## src/rtl/alu_issue.sv

```systemverilog
// RV32I integer decode into ALU function/operands, buffered by a two-entry main+skid output stage.
// ALU_ISSUE_ILLEGAL_EN: emit illegal instructions as flagged NOP entries instead of dropping them.
module alu_issue (
    input  logic        clk,
    input  logic        rst_n,
    input  logic        in_valid,
    output logic        in_ready,
    input  logic [31:0] in_instr,
    input  logic [31:0] in_pc,
    input  logic [31:0] in_rs1,
    input  logic [31:0] in_rs2,
    output logic        out_valid,
    input  logic        out_ready,
    output logic [4:0]  out_alu_function,
    output logic [31:0] out_operand_a,
    output logic [31:0] out_operand_b,
    output logic        out_branch,
    output logic        out_br_invert,
    output logic        out_illegal
);

    typedef enum logic [4:0] {
        ALU_NOP  = 5'd0,
        ALU_ADD  = 5'd1,
        ALU_SUB  = 5'd2,
        ALU_SLL  = 5'd3,
        ALU_SRL  = 5'd4,
        ALU_SRA  = 5'd5,
        ALU_SEQ  = 5'd6,
        ALU_SLT  = 5'd7,
        ALU_SLTU = 5'd8,
        ALU_XOR  = 5'd9,
        ALU_OR   = 5'd10,
        ALU_AND  = 5'd11
    } alu_fn_t;

    typedef enum logic [6:0] {
        OPC_OP     = 7'b0110011,
        OPC_OP_IMM = 7'b0010011,
        OPC_LUI    = 7'b0110111,
        OPC_AUIPC  = 7'b0010111,
        OPC_LOAD   = 7'b0000011,
        OPC_STORE  = 7'b0100011,
        OPC_BRANCH = 7'b1100011
    } opcode_t;

    typedef struct packed {
        alu_fn_t     func;
        logic [31:0] a;
        logic [31:0] b;
        logic        branch;
        logic        inv;
        logic        illegal;
    } entry_t;

`ifdef ALU_ISSUE_ILLEGAL_EN
    localparam bit KEEP_ILLEGAL = 1'b1;
`else
    localparam bit KEEP_ILLEGAL = 1'b0;
`endif

    logic [6:0]  w_opcode;
    logic [2:0]  w_f3;
    logic [6:0]  w_f7;
    logic [31:0] w_i_imm;
    logic [31:0] w_s_imm;
    logic [31:0] w_u_imm;
    entry_t      w_new;
    logic        w_illegal;

    assign w_opcode = in_instr[6:0];
    assign w_f3     = in_instr[14:12];
    assign w_f7     = in_instr[31:25];
    assign w_i_imm  = {{20{in_instr[31]}}, in_instr[31:20]};
    assign w_s_imm  = {{20{in_instr[31]}}, in_instr[31:25], in_instr[11:7]};
    assign w_u_imm  = {in_instr[31:12], 12'b0};

    always_comb begin
        w_new     = '0;
        w_illegal = 1'b0;
        if (in_instr[1:0] != 2'b11) begin
            w_illegal = 1'b1;
        end else begin
            case (w_opcode)
                OPC_OP: begin
                    w_new.a = in_rs1;
                    w_new.b = in_rs2;
                    case (w_f3)
                        3'b000:  w_new.func = (w_f7 == 7'h20) ? ALU_SUB : ALU_ADD;
                        3'b001:  w_new.func = ALU_SLL;
                        3'b010:  w_new.func = ALU_SLT;
                        3'b011:  w_new.func = ALU_SLTU;
                        3'b100:  w_new.func = ALU_XOR;
                        3'b101:  w_new.func = (w_f7 == 7'h20) ? ALU_SRA : ALU_SRL;
                        3'b110:  w_new.func = ALU_OR;
                        default: w_new.func = ALU_AND;
                    endcase
                    // funct7 0x20 is only meaningful for SUB and SRA
                    if (!((w_f7 == 7'h00) ||
                          (w_f7 == 7'h20 && (w_f3 == 3'b000 || w_f3 == 3'b101))))
                        w_illegal = 1'b1;
                end
                OPC_OP_IMM: begin
                    w_new.a = in_rs1;
                    w_new.b = w_i_imm;
                    case (w_f3)
                        3'b000:  w_new.func = ALU_ADD;
                        3'b001: begin
                            w_new.func = ALU_SLL;
                            w_new.b    = {27'b0, in_instr[24:20]};
                            if (w_f7 != 7'h00) w_illegal = 1'b1;
                        end
                        3'b010:  w_new.func = ALU_SLT;
                        3'b011:  w_new.func = ALU_SLTU;
                        3'b100:  w_new.func = ALU_XOR;
                        3'b101: begin
                            w_new.func = (w_f7 == 7'h20) ? ALU_SRA : ALU_SRL;
                            w_new.b    = {27'b0, in_instr[24:20]};
                            if (w_f7 != 7'h00 && w_f7 != 7'h20) w_illegal = 1'b1;
                        end
                        3'b110:  w_new.func = ALU_OR;
                        default: w_new.func = ALU_AND;
                    endcase
                end
                OPC_LUI: begin
                    w_new.func = ALU_ADD;
                    w_new.b    = w_u_imm;
                end
                OPC_AUIPC: begin
                    w_new.func = ALU_ADD;
                    w_new.a    = in_pc;
                    w_new.b    = w_u_imm;
                end
                OPC_LOAD: begin
                    w_new.func = ALU_ADD;
                    w_new.a    = in_rs1;
                    w_new.b    = w_i_imm;
                end
                OPC_STORE: begin
                    w_new.func = ALU_ADD;
                    w_new.a    = in_rs1;
                    w_new.b    = w_s_imm;
                end
                OPC_BRANCH: begin
                    w_new.branch = 1'b1;
                    w_new.a      = in_rs1;
                    w_new.b      = in_rs2;
                    w_new.inv    = w_f3[0];
                    case (w_f3[2:1])
                        2'b00:   w_new.func = ALU_SEQ;
                        2'b10:   w_new.func = ALU_SLT;
                        2'b11:   w_new.func = ALU_SLTU;
                        default: w_illegal  = 1'b1;
                    endcase
                end
                default: w_illegal = 1'b1;
            endcase
        end
        if (w_illegal) begin
            w_new         = '0;
            w_new.illegal = KEEP_ILLEGAL;
        end
    end

    entry_t r_m;
    entry_t r_s;
    logic   r_m_valid;
    logic   r_s_valid;
    logic   r_in_ready;
    logic   w_accept;
    logic   w_push;
    logic   w_xfer;
    logic   w_s_valid_nxt;

    assign w_accept = in_valid && r_in_ready;
    assign w_push   = w_accept && (!w_illegal || KEEP_ILLEGAL);
    assign w_xfer   = r_m_valid && out_ready;

    // skid can only be filled while main is held; in_ready is low whenever skid is occupied
    assign w_s_valid_nxt = w_xfer ? 1'b0 : ((w_push && r_m_valid) ? 1'b1 : r_s_valid);

    always_ff @(posedge clk or negedge rst_n) begin
        if (!rst_n) begin
            r_m        <= '0;
            r_s        <= '0;
            r_m_valid  <= 1'b0;
            r_s_valid  <= 1'b0;
            r_in_ready <= 1'b1;
        end else begin
            r_in_ready <= !w_s_valid_nxt;
            r_s_valid  <= w_s_valid_nxt;
            if (w_xfer) begin
                if (r_s_valid) begin
                    r_m <= r_s;
                end else if (w_push) begin
                    r_m <= w_new;
                end else begin
                    r_m_valid <= 1'b0;
                end
            end else if (w_push) begin
                if (!r_m_valid) begin
                    r_m       <= w_new;
                    r_m_valid <= 1'b1;
                end else begin
                    r_s <= w_new;
                end
            end
        end
    end

    assign in_ready         = r_in_ready;
    assign out_valid        = r_m_valid;
    assign out_alu_function = r_m.func;
    assign out_operand_a    = r_m.a;
    assign out_operand_b    = r_m.b;
    assign out_branch       = r_m.branch;
    assign out_br_invert    = r_m.inv;

    logic w_unused;
`ifdef ALU_ISSUE_ILLEGAL_EN
    assign out_illegal = r_m.illegal;
    assign w_unused    = &{1'b0, in_instr[19:15]};
`else
    assign out_illegal = 1'b0;
    assign w_unused    = &{1'b0, in_instr[19:15], r_m.illegal};
`endif

endmodule
```

## config.mk

```make
export PLATFORM = sky130hd
export DESIGN_NAME = alu_issue
export DESIGN_NICKNAME = d
export VERILOG_FILES = /design/src/rtl/alu_issue.sv
export SDC_FILE = /design/constraint.sdc
export NUM_CORES = 1
export LEC_CHECK = 0
export CORE_MARGIN = 1.5
export CORE_UTILIZATION = 55
export CTS_BUF_LIST = sky130_fd_sc_hd__clkbuf_4
export CTS_CLUSTER_DIAMETER = 120
export DETAILED_ROUTE_END_ITERATION = 12
export PLACE_DENSITY = 0.89
export SYNTH_ARGS = -nofsm -noshare
export SYNTH_HDL_FRONTEND = slang
export SYNTH_SLANG_ARGS = --single-unit
```

## constraint.sdc

```tcl
create_clock -name clk -period 3 [get_ports clk]
set_input_delay 0.6 -clock clk [delete_from_list [all_inputs] [get_ports clk]]
set_output_delay 0.6 -clock clk [all_outputs]
set_load 0.01 [all_outputs]
```

Word-level counts from Yosys, hierarchy flattened --
Cells that the tools add are included.
Word-level totals: output and inout port bits 74, bits of input ports 132, logic and storage cells 91, register bits after elaboration 146
Cells by class: muxes and demuxes 30, equal/unequal tests 21, bitwise gates (word level) 1, reductions and logical operators 25
Operators by type and width (number):
- 72-bit 2-to-1 mux | 6
- 32-bit case mux with 5 select lines | 1
- 71-bit 2-to-1 mux | 1
- 32-bit case mux with 2 select lines | 1
- 4-bit case mux with 7 select lines | 2
- 32-bit 2-to-1 mux | 1
- 7-bit by 6-bit equality test with 1-bit output (second input constant) | 4
- 5-bit case mux with 4 select lines | 1
- 7-bit by 5-bit equality test with 1-bit output (second input constant) | 2
- 1-bit 2-to-1 mux | 12
- 4-bit case mux with 3 select lines | 1
- 3-bit equality test (second input constant) | 3
- 3-bit AND reduction | 3
- 7-bit by 2-bit equality test with 1-bit output (second input constant) | 1
- 7-bit equality test (second input constant) | 1
- 7-bit logical NOT | 1
- 7-bit by 6-bit inequality test with 1-bit output (second input constant) | 1
- 7-bit nonzero test | 1
- 3-bit by 2-bit equality test with 1-bit output (second input constant) | 2
- 1-bit logical AND | 6
- 2-bit inequality test (second input constant) | 3
- 2-bit OR reduction | 3
- 5-bit OR reduction | 1
- 2-bit equality test (second input constant) | 2
- other kinds (13) | 17

Logic depth before layout (Yosys ltp) --
depth in word-level cells 13, gate-level depth with buffers 9, gate-level depth less buffers 5

Least setup slack after synthesis --
Ideal clock, no wire load.
path kind input to register, from in in_instr[27], to reg r_s[15] (netlist name), cell stages on the path 8, slack 742 ps, required time 2875 ps, setup time 125 ps, arrival 2133 ps, buffers on the path 3, path through nor4_2 and2_1 a211o_1 buf_6 and4_4 buf_6 buf_8 mux2_4
On the way: word-level cells in the longest chain between the ends 9, elaborated cells on any way between the ends 17, classes of those cells 2 x eq/ne; 7 x mux; 8 x reduce/logical
Ends and longest elaborated chain:
- start, declared | line 8 | input logic [31:0] in_instr,
- 7-bit by 6-bit inequality test with 1-bit output (tied with other cells) | line 119 | if (w_f7 != 7'h00 && w_f7 != 7'h20) w_illegal = 1'b1;
- 1-bit logical AND, on equally long branches | line 119, 100
- 1-bit 2-to-1 mux / 1-bit logical OR (equally long branches) | line 119, 99
- 1-bit case mux with 2 select lines / 1-bit 2-to-1 mux (equally long branches) | line 106, 99
- 1-bit case mux with 4 select lines (*) | line 84 | case (w_opcode)
- 1-bit 2-to-1 mux (*) | line 81 | if (in_instr[1:0] != 2'b11) begin
- 1-bit logical NOT | line 176 | assign w_push = w_accept && (!w_illegal || KEEP_ILLEGAL);
- 1-bit logical AND | line 176
- 3-bit AND reduction (no line)
- end signal, assigned | line 205 | r_s <= w_new;
- end, declared | line 166 | entry_t r_s;
Mark *: on every way between the ends. The rest lies on a longest branch, timed or not. A chain may end at the register's enable or synchronous reset.

Worst setup path after layout --
from in in_instr[3], to reg r_m, in the netlist out_operand_b[21]
On the way: word-level cells in the longest chain between the ends 8, elaborated cells on any way between the ends 25, classes of those cells 7 x eq/ne; 10 x mux; 8 x reduce/logical
Ends and longest elaborated chain:
- 7-bit by 6-bit equality test with 1-bit output (tied with other cells) | line 84
- 4-bit OR reduction (no line) / 2-bit OR reduction (equally long branches)
- 1-bit case mux with 4 select lines / 32-bit case mux with 5 select lines (equally long branches) | line 84
- 1-bit 2-to-1 mux / 71-bit 2-to-1 mux (equally long branches) | line 81
- 72-bit 2-to-1 mux / 1-bit logical NOT (equally long branches) | line 159, 176
- 72-bit 2-to-1 mux (tied with other cells) | line 201 | if (!r_m_valid) begin
- 72-bit 2-to-1 mux (tied with other cells) | line 200 | end else if (w_push) begin
- 72-bit 2-to-1 mux / 3-bit AND reduction (equally long branches)
- end signal, assigned | line 194 | r_m <= r_s;
- end signal, assigned | line 196 | r_m <= w_new;
- end signal, assigned | line 202 | r_m <= w_new;
- end, declared | line 165 | entry_t r_m;
Several ways; a longest one is shown, not always the timed one. The select of a mux whose other input is x is not followed.

==> reports/qor.yml <==
run_status:
  outcome: "finished, final reports clean"
yosys:
  seq_area_frac_synth: 0.462
  syn-instance-count: 741
  synth_async_sr_flop_share: 1.00
  synth_cell_types: 63
  synth_area_per_cell_um2: 10.4
  synth_top_flop_cell: "dfrtp_1"
  yosys_warnings: 0
  synth_edf_count: 0
  ys_ff_latch: 143
  synth_area_mm2: 0.00774
clocking:
  cts_buffer_depth: 2
  clk_latency_ps: 570
  root_buffer: "clkbuf_4"
  cts_max_level: 4
  post_cts_resize_count: 0
  cts_tree: "yes"
  clkSinkCount: 143
  clk_pin_slew_ps: 120
  cts-hold-fix-buffers: 0
  numCtsBuffers: 17
  post_cts_buffers: 0
floorplanning:
  start_util: 0.560
  die_w_um: 122
  coreArea_mm2: 0.0138
  dieArea_mm2: 0.0148
  dieHeight_um: 122
  ioPinCount: 206
  row_count: 43
sta:
  setup_ws_ps: 526
  worst_hold_slack_ps: 29.2
  rsz0062_at_grt: "false"
  layout_min_cycle_time_ps: 2470
  clock_skew_ps: 13.5
  timing.fmax_ghz: 0.404
  final_hold_viol_count: 0
  setup_tns_ps: 0
  report.final.slew_viol_count: 0
  worstMarginPinSlew_ps: 682
  relSlewSlack: 0.545
  finalSetupViolations: 0
  finalCritPeriodShare: 0.825
routing:
  vias_per_cell: 6.34
  ant_nets: 0
  vias: 7181
  wl_um: 23200
  firstDrtPassIters: 5
  drt_iter0_markers: 844
  wl_per_cell_um: 20.5
  drc_errors: 0
power_and_ir_drop:
  pwr_density_cell_mw_per_mm2: 401
  p_leak_nw: 4.24
  vdd_drop_max_v: 0.000262
  power.total_mw: 4.19
worst_setup_path:
  end_kind: "register"
  slowest_delay_ps: 560
  cp_max_fo: 15
  start_kind: "input pin"
  required_ps: 3510
  arrival_ps: 2990
  crit_path_cell_trace: "clkdlybuf4s50_1 > and4bb_2 > and3_1 > buf_4 > a22oi_1 > a211oi_1 > o221a_2"
  slowest_stage: "clkdlybuf4s50_1"
  path_class: "in -> reg"
placement:
  gp_congestion: 0.910
  pre_cts_ws_ps: 71.5
  port_buffers: 203
  place_hpwl_um: 16100
  placed_cells: 1099
layout:
  regArea_mm2: 0.00358
  syn2layout_area_growth_pct: 34.9
  final_cells: 1132
  fin_nets: 1070
  multiInputGateArea_mm2: 0.00359
  fill_cells: 950
  drive_gt1_frac: 0.141
global_routing:
  groute.usage.overall: 0.325
  grt_pass1_vias: 7237
  overflow: 0
  antenna_found_initial: 1
  grt_max_degree: 72
  grt_pass1_wl_um: 37000
worst_hold_path:
  hold_path_class: "in -> async"
flow_run:
  max_cap_violations: 0
[registers in the layout, summed over array words and instances (netlist names)]
signal,flops
out_operand_a,32
in_ready,1
out_branch,1
out_operand_b,32
out_valid,1
out_br_invert,1
r_s,70
r_s_valid,1
out_alu_function,4
[metal layers]
| metal | part of all wire | track usage | routed length (µm) |
|---|---|---|---|
| met1 | 0.40 | 0.434 | 9360 |
| met2 | 0.49 | 0.516 | 11300 |
| met3 | 0.079 | 0.0627 | 1840 |
| met4 | 0.031 | 0.147 | 714 |
| met5 | 0 | 0 | 0 |
[cells in the mapped netlist, types with 2 or more instances]
cell type | number | area [µm²]
o221a_2 | 15 | 169
a31oi_1 | 3 | 18.8
buf_4 | 3 | 22.5
o211ai_1 | 45 | 338
o21ai_0 | 10 | 50.1
or3_1 | 2 | 12.5
and2_1 | 2 | 12.5
a221oi_1 | 9 | 78.8
xor2_1 | 2 | 17.5
a22oi_1 | 53 | 398
nor2_1 | 18 | 67.6
a211o_1 | 16 | 140
mux2_4 | 18 | 270
nand3_1 | 8 | 40.0
nor2b_1 | 5 | 31.3
buf_2 | 20 | 100
mux2_2 | 4 | 45.0
o22ai_1 | 5 | 31.3
o311ai_0 | 17 | 149
nand2_1 | 60 | 225
and4b_1 | 5 | 50.1
dfrtp_1 | 142 | 3550
o21ai_1 | 2 | 10.0
nand2b_1 | 2 | 12.5
a21oi_1 | 14 | 70.1
a2111oi_0 | 7 | 61.3
buf_6 | 8 | 90.1
inv_1 | 58 | 218
buf_8 | 2 | 30.0
nand4_1 | 2 | 12.5
a211oi_1 | 22 | 165
clkbuf_1 | 39 | 146
o31ai_1 | 2 | 15.0
and3_1 | 4 | 25.0
o311ai_1 | 23 | 201
nor3_1 | 7 | 35.0
o21a_1 | 2 | 15.0
mux2i_1 | 53 | 531
a22o_1 | 5 | 43.8
buf_1 | 4 | 15.0
[power breakdown]
| group | internal, mW | switching [mW] | total (mW) |
|---|---|---|---|
| combinational | 0.483 | 0.337 | 0.821 |
| clock | 0.526 | 0.714 | 1.24 |
| sequential | 2.05 | 0.0787 | 2.13 |
| total | 3.06 | 1.13 | 4.19 |
[through the flow]
step                area, µm²   util
finish                  10400  0.755
global route            10400  0.755
CTS                     10400  0.755
detailed placement      10200  0.735
global placement        10200  0.735
floorplan                7750      -
[cells in the final DEF (no fill, tap or decap), types with 15 or more instances in the layout]
master           instances
clkdlybuf4s50_1        202
dfrtp_1                142
nand2_1                 60
inv_1                   58
a22oi_1                 53
mux2i_1                 53
o211ai_1                45
buf_4                   38
o311ai_1                23
a211oi_1                21
clkbuf_4                21
mux2_4                  18
nor2_1                  17
o311ai_0                17
a211o_1                 16
o221a_2                 15
[logic make-up (layout without fill, tap and decap cells)]
kind of cell,count (synthesis),count (layout),share of synthesized area
compound gates,257,257,0.261
flops,143,143,0.462
buf+inv,134,343,0.0803
simple gates,128,128,0.0826
mux,75,75,0.109
xor+xnor,3,3,0.00436
other cells,1,3,0.000484
[path summary, 6_finish.rpt]
| check | start | endpoint | slack [ps] | cells after the start |
|---|---|---|---|---|
| min in group clk | r_s[34]$_DFFE_PN0P_ | out_operand_b[31]$_DFFE_PN0P_ | 500 | 2 |
| setup / recovery | in_instr[3] | out_operand_b[21]$_DFFE_PN0P_ | 530 | 7 |
| setup reg to reg | in_ready$_DFF_PN1_ | out_operand_b[20]$_DFFE_PN0P_ | 950 | 7 |
| hold reg to reg | r_s[34]$_DFFE_PN0P_ | out_operand_b[31]$_DFFE_PN0P_ | 500 | 2 |
| hold / removal | rst_n | r_s[47]$_DFFE_PN0P_ | 30 | 1 |
| max in group asynchronous | rst_n | out_operand_b[12]$_DFFE_PN0P_ | 2210 | 2 |
[critical path: cells and delay by family]
family	cells	cell delay, ps
compound gates	3	890
buf+inv	2	790
simple gates	2	700
[area by class of cell]
class | count | area share
Antenna cell | 1 | 0.000240
Clock buffer | 21 | 0.0151
Clock inverter | 11 | 0.0111
Inverter | 58 | 0.0208
Multi-Input combinational cell | 465 | 0.343
Sequential cell | 143 | 0.343
Tap cell | 180 | 0.0216
Timing Repair Buffer | 253 | 0.245
Note: power is estimated with default switching activity, not from simulation.
